===== config.mk =====
export PLATFORM = sky130hd
export DESIGN_NAME = line_fetch_scheduler
export DESIGN_NICKNAME = d
export VERILOG_FILES = /design/src/rtl/line_fetch_scheduler.sv
export SDC_FILE = /design/constraint.sdc
export NUM_CORES = 1
export LEC_CHECK = 0
export ABC_AREA = 1
export CAP_MARGIN = 20
export CORE_AREA = 2 2 231 233
export CTS_BUF_LIST = sky130_fd_sc_hd__clkbuf_4 sky130_fd_sc_hd__clkbuf_8
export CTS_CLUSTER_SIZE = 14
export DETAILED_ROUTE_END_ITERATION = 10
export DIE_AREA = 0 0 233 235
export DONT_BUFFER_PORTS = 1
export PLACE_DENSITY = 0.45
export SETUP_SLACK_MARGIN = 0.02
export SLEW_MARGIN = 25
export SYNTH_ARGS = -nofsm -noshare
export SYNTH_HDL_FRONTEND = slang
export SYNTH_SLANG_ARGS = --single-unit

===== constraint.sdc =====
create_clock -name clk -period 11.6 [get_ports clk]
set_clock_uncertainty 0.15 [all_clocks]
set_input_delay 3.48 -clock clk [delete_from_list [all_inputs] [get_ports clk]]
set_output_delay 3.48 -clock clk [all_outputs]
set_load 0.005 [all_outputs]

===== src/rtl/line_fetch_scheduler.sv =====
// Line fetch scheduler: pulls video lines from DDR3 in bursts into a two-slot
// ping-pong on-chip line buffer and tracks which slots hold a complete line.
module line_fetch_scheduler #(
  parameter int          LINE_WORDS  = 180,
  parameter int          MAX_BURST   = 16,
  parameter int          FRAME_LINES = 1080,
  parameter logic [21:0] FRAME_BASE  = 22'h0,
  parameter int          SLOT_STRIDE = 256
) (
  input  logic         clk,
  input  logic         rst,
  input  logic         start,
  input  logic         line_req,
  input  logic         ddr3_emif_ready,
  output logic         ddr3_emif_read,
  output logic [21:0]  ddr3_emif_addr,
  output logic [4:0]   ddr3_emif_burst_count,
  input  logic         ddr3_emif_rddata_valid,
  input  logic [255:0] ddr3_emif_read_data,
  output logic         onchip_mem_write,
  output logic [12:0]  onchip_mem_addr,
  output logic [255:0] onchip_mem_write_data,
  output logic [31:0]  onchip_mem_byte_enable,
  output logic [1:0]   slot_valid,
  output logic         rd_slot,
  output logic         busy,
  output logic         underrun
);

  typedef enum logic [1:0] {IDLE, REQ, DATA, DRAIN} state_t;

  state_t         state_q, state_d;
  logic           frame_act_q, frame_act_d;
  logic [15:0]    line_q, line_d;
  logic [15:0]    word_off_q, word_off_d;
  logic [4:0]     beats_q, beats_d;
  logic           wr_slot_q, wr_slot_d;
  logic           rd_slot_q, rd_slot_d;
  logic [1:0]     slot_valid_q, slot_valid_d;
  logic           read_q, read_d;
  logic [21:0]    addr_q, addr_d;
  logic [4:0]     burst_q, burst_d;
  logic           mwr_q, mwr_d;
  logic [12:0]    maddr_q, maddr_d;
  logic [255:0]   mdata_q, mdata_d;
  logic [31:0]    be_q, be_d;
  logic           underrun_q, underrun_d;
  logic           busy_q, busy_d;
  logic           fill_done;
  logic           restart;
  logic [12:0]    slot_base;

  function automatic logic [21:0] line_addr(input logic [15:0] line, input logic [15:0] off);
    return FRAME_BASE + 22'(line) * 22'(LINE_WORDS) + 22'(off);
  endfunction

  function automatic logic [4:0] burst_len(input logic [15:0] off);
    logic [15:0] rem;
    rem = 16'(LINE_WORDS) - off;
    return (rem > 16'(MAX_BURST)) ? 5'(MAX_BURST) : rem[4:0];
  endfunction

  assign slot_base = wr_slot_q ? 13'(SLOT_STRIDE) : 13'd0;

  always_comb begin
    state_d      = state_q;
    frame_act_d  = frame_act_q;
    line_d       = line_q;
    word_off_d   = word_off_q;
    beats_d      = beats_q;
    wr_slot_d    = wr_slot_q;
    rd_slot_d    = rd_slot_q;
    slot_valid_d = slot_valid_q;
    read_d       = read_q;
    addr_d       = addr_q;
    burst_d      = burst_q;
    mwr_d        = 1'b0;
    maddr_d      = maddr_q;
    mdata_d      = mdata_q;
    be_d         = '0;
    underrun_d   = 1'b0;
    fill_done    = 1'b0;
    restart      = 1'b0;

    case (state_q)
      IDLE: begin
        if (start) begin
          restart = 1'b1;
        end else if (frame_act_q && (line_q < 16'(FRAME_LINES)) && !slot_valid_q[wr_slot_q]) begin
          state_d = REQ;
          read_d  = 1'b1;
          addr_d  = line_addr(line_q, word_off_q);
          burst_d = burst_len(word_off_q);
        end
      end
      REQ: begin
        if (start) begin
          restart = 1'b1;
        end else if (ddr3_emif_ready) begin
          state_d = DATA;
          read_d  = 1'b0;
          beats_d = burst_q;
        end
      end
      DATA: begin
        if (start) begin
          // Beats of the accepted burst are still in flight; swallow them first.
          if (beats_q == 5'd0) begin
            restart = 1'b1;
          end else begin
            state_d = DRAIN;
            if (ddr3_emif_rddata_valid) beats_d = beats_q - 5'd1;
          end
        end else if (beats_q != 5'd0) begin
          if (ddr3_emif_rddata_valid) begin
            mwr_d      = 1'b1;
            be_d       = '1;
            maddr_d    = slot_base + 13'(word_off_q);
            mdata_d    = ddr3_emif_read_data;
            word_off_d = word_off_q + 16'd1;
            beats_d    = beats_q - 5'd1;
          end
        end else if (word_off_q >= 16'(LINE_WORDS)) begin
          fill_done  = 1'b1;
          state_d    = IDLE;
          wr_slot_d  = ~wr_slot_q;
          word_off_d = '0;
          line_d     = line_q + 16'd1;
        end else begin
          state_d = REQ;
          read_d  = 1'b1;
          addr_d  = line_addr(line_q, word_off_q);
          burst_d = burst_len(word_off_q);
        end
      end
      DRAIN: begin
        if (beats_q == 5'd0) begin
          restart = 1'b1;
        end else if (ddr3_emif_rddata_valid) begin
          beats_d = beats_q - 5'd1;
        end
      end
      default: state_d = IDLE;
    endcase

    if (restart) begin
      state_d      = IDLE;
      frame_act_d  = 1'b1;
      slot_valid_d = '0;
      rd_slot_d    = 1'b0;
      wr_slot_d    = 1'b0;
      line_d       = '0;
      word_off_d   = '0;
      beats_d      = '0;
      read_d       = 1'b0;
    end else begin
      // Fill and consume touch independent slot bits, so both apply together.
      if (fill_done) slot_valid_d[wr_slot_q] = 1'b1;
      if (line_req) begin
        if (slot_valid_q[rd_slot_q]) begin
          slot_valid_d[rd_slot_q] = 1'b0;
          rd_slot_d               = ~rd_slot_q;
        end else begin
          underrun_d = 1'b1;
        end
      end
    end

    busy_d = (state_d != IDLE);
  end

  always_ff @(posedge clk) begin
    if (rst) begin
      state_q      <= IDLE;
      frame_act_q  <= 1'b0;
      line_q       <= '0;
      word_off_q   <= '0;
      beats_q      <= '0;
      wr_slot_q    <= 1'b0;
      rd_slot_q    <= 1'b0;
      slot_valid_q <= '0;
      read_q       <= 1'b0;
      addr_q       <= '0;
      burst_q      <= '0;
      mwr_q        <= 1'b0;
      maddr_q      <= '0;
      mdata_q      <= '0;
      be_q         <= '0;
      underrun_q   <= 1'b0;
      busy_q       <= 1'b0;
    end else begin
      state_q      <= state_d;
      frame_act_q  <= frame_act_d;
      line_q       <= line_d;
      word_off_q   <= word_off_d;
      beats_q      <= beats_d;
      wr_slot_q    <= wr_slot_d;
      rd_slot_q    <= rd_slot_d;
      slot_valid_q <= slot_valid_d;
      read_q       <= read_d;
      addr_q       <= addr_d;
      burst_q      <= burst_d;
      mwr_q        <= mwr_d;
      maddr_q      <= maddr_d;
      mdata_q      <= mdata_d;
      be_q         <= be_d;
      underrun_q   <= underrun_d;
      busy_q       <= busy_d;
    end
  end

  assign ddr3_emif_read         = read_q;
  assign ddr3_emif_addr         = addr_q;
  assign ddr3_emif_burst_count  = burst_q;
  assign onchip_mem_write       = mwr_q;
  assign onchip_mem_addr        = maddr_q;
  assign onchip_mem_write_data  = mdata_q;
  assign onchip_mem_byte_enable = be_q;
  assign slot_valid             = slot_valid_q;
  assign rd_slot                = rd_slot_q;
  assign busy                   = busy_q;
  assign underrun               = underrun_q;

endmodule

# After elaboration in Yosys (flattened, before gate mapping)

Cells that the tools add are included.

Output and inout bits: 335
Register bits after elaboration: 376
Word-level logic and storage cells: 141

Multiply operators: 1
Order comparisons: 7
Multiplexer cells: 65
Equality and inequality tests: 12
Reduce and logical (&&, ||, !) cells: 24
$add $sub $neg: 6
Bitwise gates (word level): 9

Operator list:

| kind                    | count |
|---|---|
| $mux W22                | 5 |
| $mux W5                 | 12 |
| $mux W16                | 3 |
| $pmux W22 S2            | 1 |
| $add A16 B1 Y16 const B | 2 |
| $mux W32                | 1 |
| $mux W2                 | 12 |
| $mux W1                 | 23 |
| $add A22 B16 Y22        | 1 |
| $mul A16 B6 Y20 const B | 1 |
| $ge A16 B8 Y1 const B   | 1 |
| $gt A16 B5 Y1 const B   | 1 |
| $lt A16 B11 Y1 const B  | 1 |
| $ne A2 B2 Y1 const B    | 8 |
| $reduce_and A4 Y1       | 4 |
| $sub A8 B16 Y16 const A | 1 |
| $pmux W5 S3             | 1 |
| $add A9 B13 Y13         | 1 |
| $pmux W5 S2             | 1 |
| $mux W9                 | 1 |
| $reduce_and A8 Y1       | 1 |
| $not A1 Y1              | 6 |
| $pmux W1 S3             | 2 |
| $pmux W2 S3             | 1 |
| other kinds (22)        | 33 |

# Depth between registers and ports, before layout

Depth after elaboration: 10
Gate-level depth with buffers: 26
Depth with buffers taken out: 26

# Least setup slack after synthesis

OpenSTA, ideal clock, no wires.

Path kind: reg-to-output
Start point: reg, netlist name onchip_mem_byte_enable[30]
End point: out onchip_mem_byte_enable[0]
Stages on the path, launching flop included: 2
Setup slack: 6.924 ns
Arrival: 1.046 ns
Path buffers: 1
Required time: 7.970 ns
Path through: dfxtp_1 > buf_4

RTL lines:

| item             | line | RTL |
|---|---|---|
| end: declaration | 23   | `output logic [31:0] onchip_mem_byte_enable,` |

# Worst setup path after layout

Start point: in start
End point: reg mdata_q[55], in the netlist onchip_mem_write_data[55]

Cells in the longest elaborated chain, start to end: 2

Ends and longest elaborated chain:

| item                        | line | RTL |
|---|---|---|
| start: declaration          | 12   | `input logic start,` |
| $not A1 Y1 (no line)        | n/a  |  |
| $reduce_and A4 Y1 (no line) | n/a  |  |
| end signal: assignment      | 205  | `mdata_q <= mdata_d;` |
| end: declaration            | 45   | `logic [255:0] mdata_q, mdata_d;` |

No other way between the ends.
A chain may end at the register's enable or synchronous reset.

==> impl_results.md <==
* Mapped cell area at 16300 sq um
* Kind of critical path: in2reg
* Initial cell density of the core at 31.2%
* Share of cells above drive strength 1 at 7.41%
* Critical path, cell by cell: nor2_4 > nand3_4 > buf_4 > buf_4 > nand2_1 > a21oi_1
* Fmax at 0.178 GHz
* WL final at 56.2 mm
* Routed via count at 13900
* Hpwl dp at 41.8 mm
* Routed vias/inst at 4.84
* Worst IR drop on VDD at 0.0704 mV
* Core area at 52200 sq um
* Critical path's top delay family: buffers and inverters
* Largest net degree at the start of global routing at 267
* Initial antenna violation count at 2
* Clk buf depth at 3
* Layout area overhead at 8.97%
* Layout Utilization at 34.0%
* CP max stage delay at 0.85 ns
* Syn avg cell area at 7.40 sq um
* Pre-CTS WS at 5.38 ns
* Slowest stage cell, crit path: buf_4
* PortBufs at 0
* P per Cell Area at 140 nW/um^2
* # clock sinks at 344
* Drt pass-1 iters at 5
* TritonCTS clock tree: done
* Cell mode on critical path: buf_4
* CTS buffer count at 66
* DIE WIDTH at 233 um
* Antenna-violating nets left at 0
* Crit path buffers/inverters at 2
* Crit path required time at 11.98 ns
* Number of max-cap violations at 0
* Htree depth at 3
* Register area share after synthesis at 42.3%
* DRT iter0 DRCs at 847
* Distinct cell type count after synthesis at 48
* WL/cell at 19.6 um
* Synth Net Count at 2548
* Rel. slew slack at 34.6%
* Crit path arrival time at 6.00 ns
* Leading area contributor after synthesis: dfxtp_1
* Final nets at 2476
* Class of the worst hold path: reg2reg
* CTS resizes at 0
* First-pass GRT wire length at 81.5 mm
* Std-Cell Rows at 84
* Hold_ws at 0.328 ns
* Final Slew Violations at 0
* Clock latency on the worst-skew pair at 0.64 ns
* Leak pwr at 6.80 nW
* Cts hold-fix bufs at 0
* GRT overflow at 0
* Vias in the first global route at 13100
* #FFs+latches synth at 344
* Gpl congestion at 0.841
* Outcome: completed
* Final Hold Viols at 0
* Crit share post-route at 48.5%
* Final setup TNS at 0 ns
* GRT Overall Usage at 19.5%
* Final setup fails at 0
* Worst-path clk slew at 0.06 ns
* Total die area at 54800 sq um
* Mapped Cells at 2201
* CP Capture Type: register
* Drt drc at 0
* CTS root buf: clkbuf_8
* Main area contributors after synthesis: dfxtp_1 (42%), nand2_1 (17%), a21oi_1 (11%)
* PnR worst setup slack at 5.98 ns
* Worst-Margin Slew at 0.981 ns
* Unrepaired setup endpoints after global routing: no
* Commonest non-fill, non-tap cell in the layout: nand2_1
* CP startpoint kind: input port
* Chip Height at 235 um
* Synth Warn # at 0
* # IOs at 597
* Yosys top cell area share at 42.3%
* Setup Fix Bufs, Post-CTS at 0
* Crit path max fanout at 95
* Final period demand of the worst path at 5.62 ns
* Most frequent cells in the layout: nand2_1 (737), a21oi_1 (351), dfxtp_1 (343)
[routing by layer]
metal  share of wire (%)  wire [um]  GRT usage, %
met1                  40      22200          22.4
met2                  46      25900          31.7
met3                  12       6780          9.21
met4                 2.4       1320          6.50
met5                   0          0             0
[power breakdown]
group | switching, mW | internal, mW | leakage, nW | total (mW)
Sequential | 0.00792 | 1.19 | 2.77 | 1.20
Combinational | 0.0178 | 0.00748 | 3.30 | 0.0253
Clock | 0.548 | 0.719 | 0.728 | 1.27
[worst min-delay path, stage by stage, from the launching register on]
cell,delay [ns]
dfxtp_1,0.32
o21ai_0,0.08
inv_1,0.05
[worst paths after layout]
kind | startpoint | to | slack [ns] | cells after the start
setup / recovery | start | onchip_mem_write_data[55] | 5.98 | 6
setup reg to reg | line_q[3] | ddr3_emif_addr[20] | 6.95 | 22
hold / removal | frame_act_q | frame_act_q | 0.33 | 2
hold reg to reg | frame_act_q | frame_act_q | 0.33 | 2
[layout make-up]
class                           count  area [sq um]
Clock buffer                      100          1260
Inverter                          174           663
Timing Repair Buffer                6          48.8
Multi-Input combinational cell   1537          7900
Fill cell                        5679         34500
Tap cell                          688           861
Clock inverter                     12           121
Antenna cell                        2          5.00
Sequential cell                   344          6890
[cell families after synthesis]
kind of cell,count (synthesis),share of synthesized area [%]
and+or+nand+nor,959,24.3
xor gates and xnor gates,54,2.90
adders and majority gates,85,7.45
buffers and inverters,320,9.20
DFF,344,42.3
AOI/OAI and AO/OA,439,13.9
[cell usage after synthesis (all sizes together)]
cell       n
nand2    743
a21oi    352
dfxtp    344
inv      174
buf      107
nor2      97
o21ai     69
ha        65
nand3     63
clkbuf    39
xor2      33
nor3      23
xnor2     21
fa        20
nand4     18
nand3b     6
o21a       6
nor4       4
or2        3
a21boi     2
a31oi      2
o2111ai    2
a211oi     1
a22oi      1
a41oi      1
and2       1
nor3b      1
o211a      1
o211ai     1
o21bai     1
[state kept, by name, summed over array words and instances (netlist names), 2 cells and up]
signal	count
word_off_q	16
beats_q	5
onchip_mem_addr	13
state_q	2
onchip_mem_write_data	256
ddr3_emif_burst_count	5
slot_valid	2
line_q	16
ddr3_emif_addr	22
[stage by stage]
stage / area [sq um] / total power, mW / std cells
after global placement: 16400 / 1.25 / 2749
after global routing: 17700 / 2.59 / 2863
final: 17700 / 2.49 / 2863
after floorplan: 16300 / 1.25 / 2201
after CTS: 17700 / 2.54 / 2861
after detailed placement: 16400 / 1.25 / 2749
(Power assumes the default switching activity.)
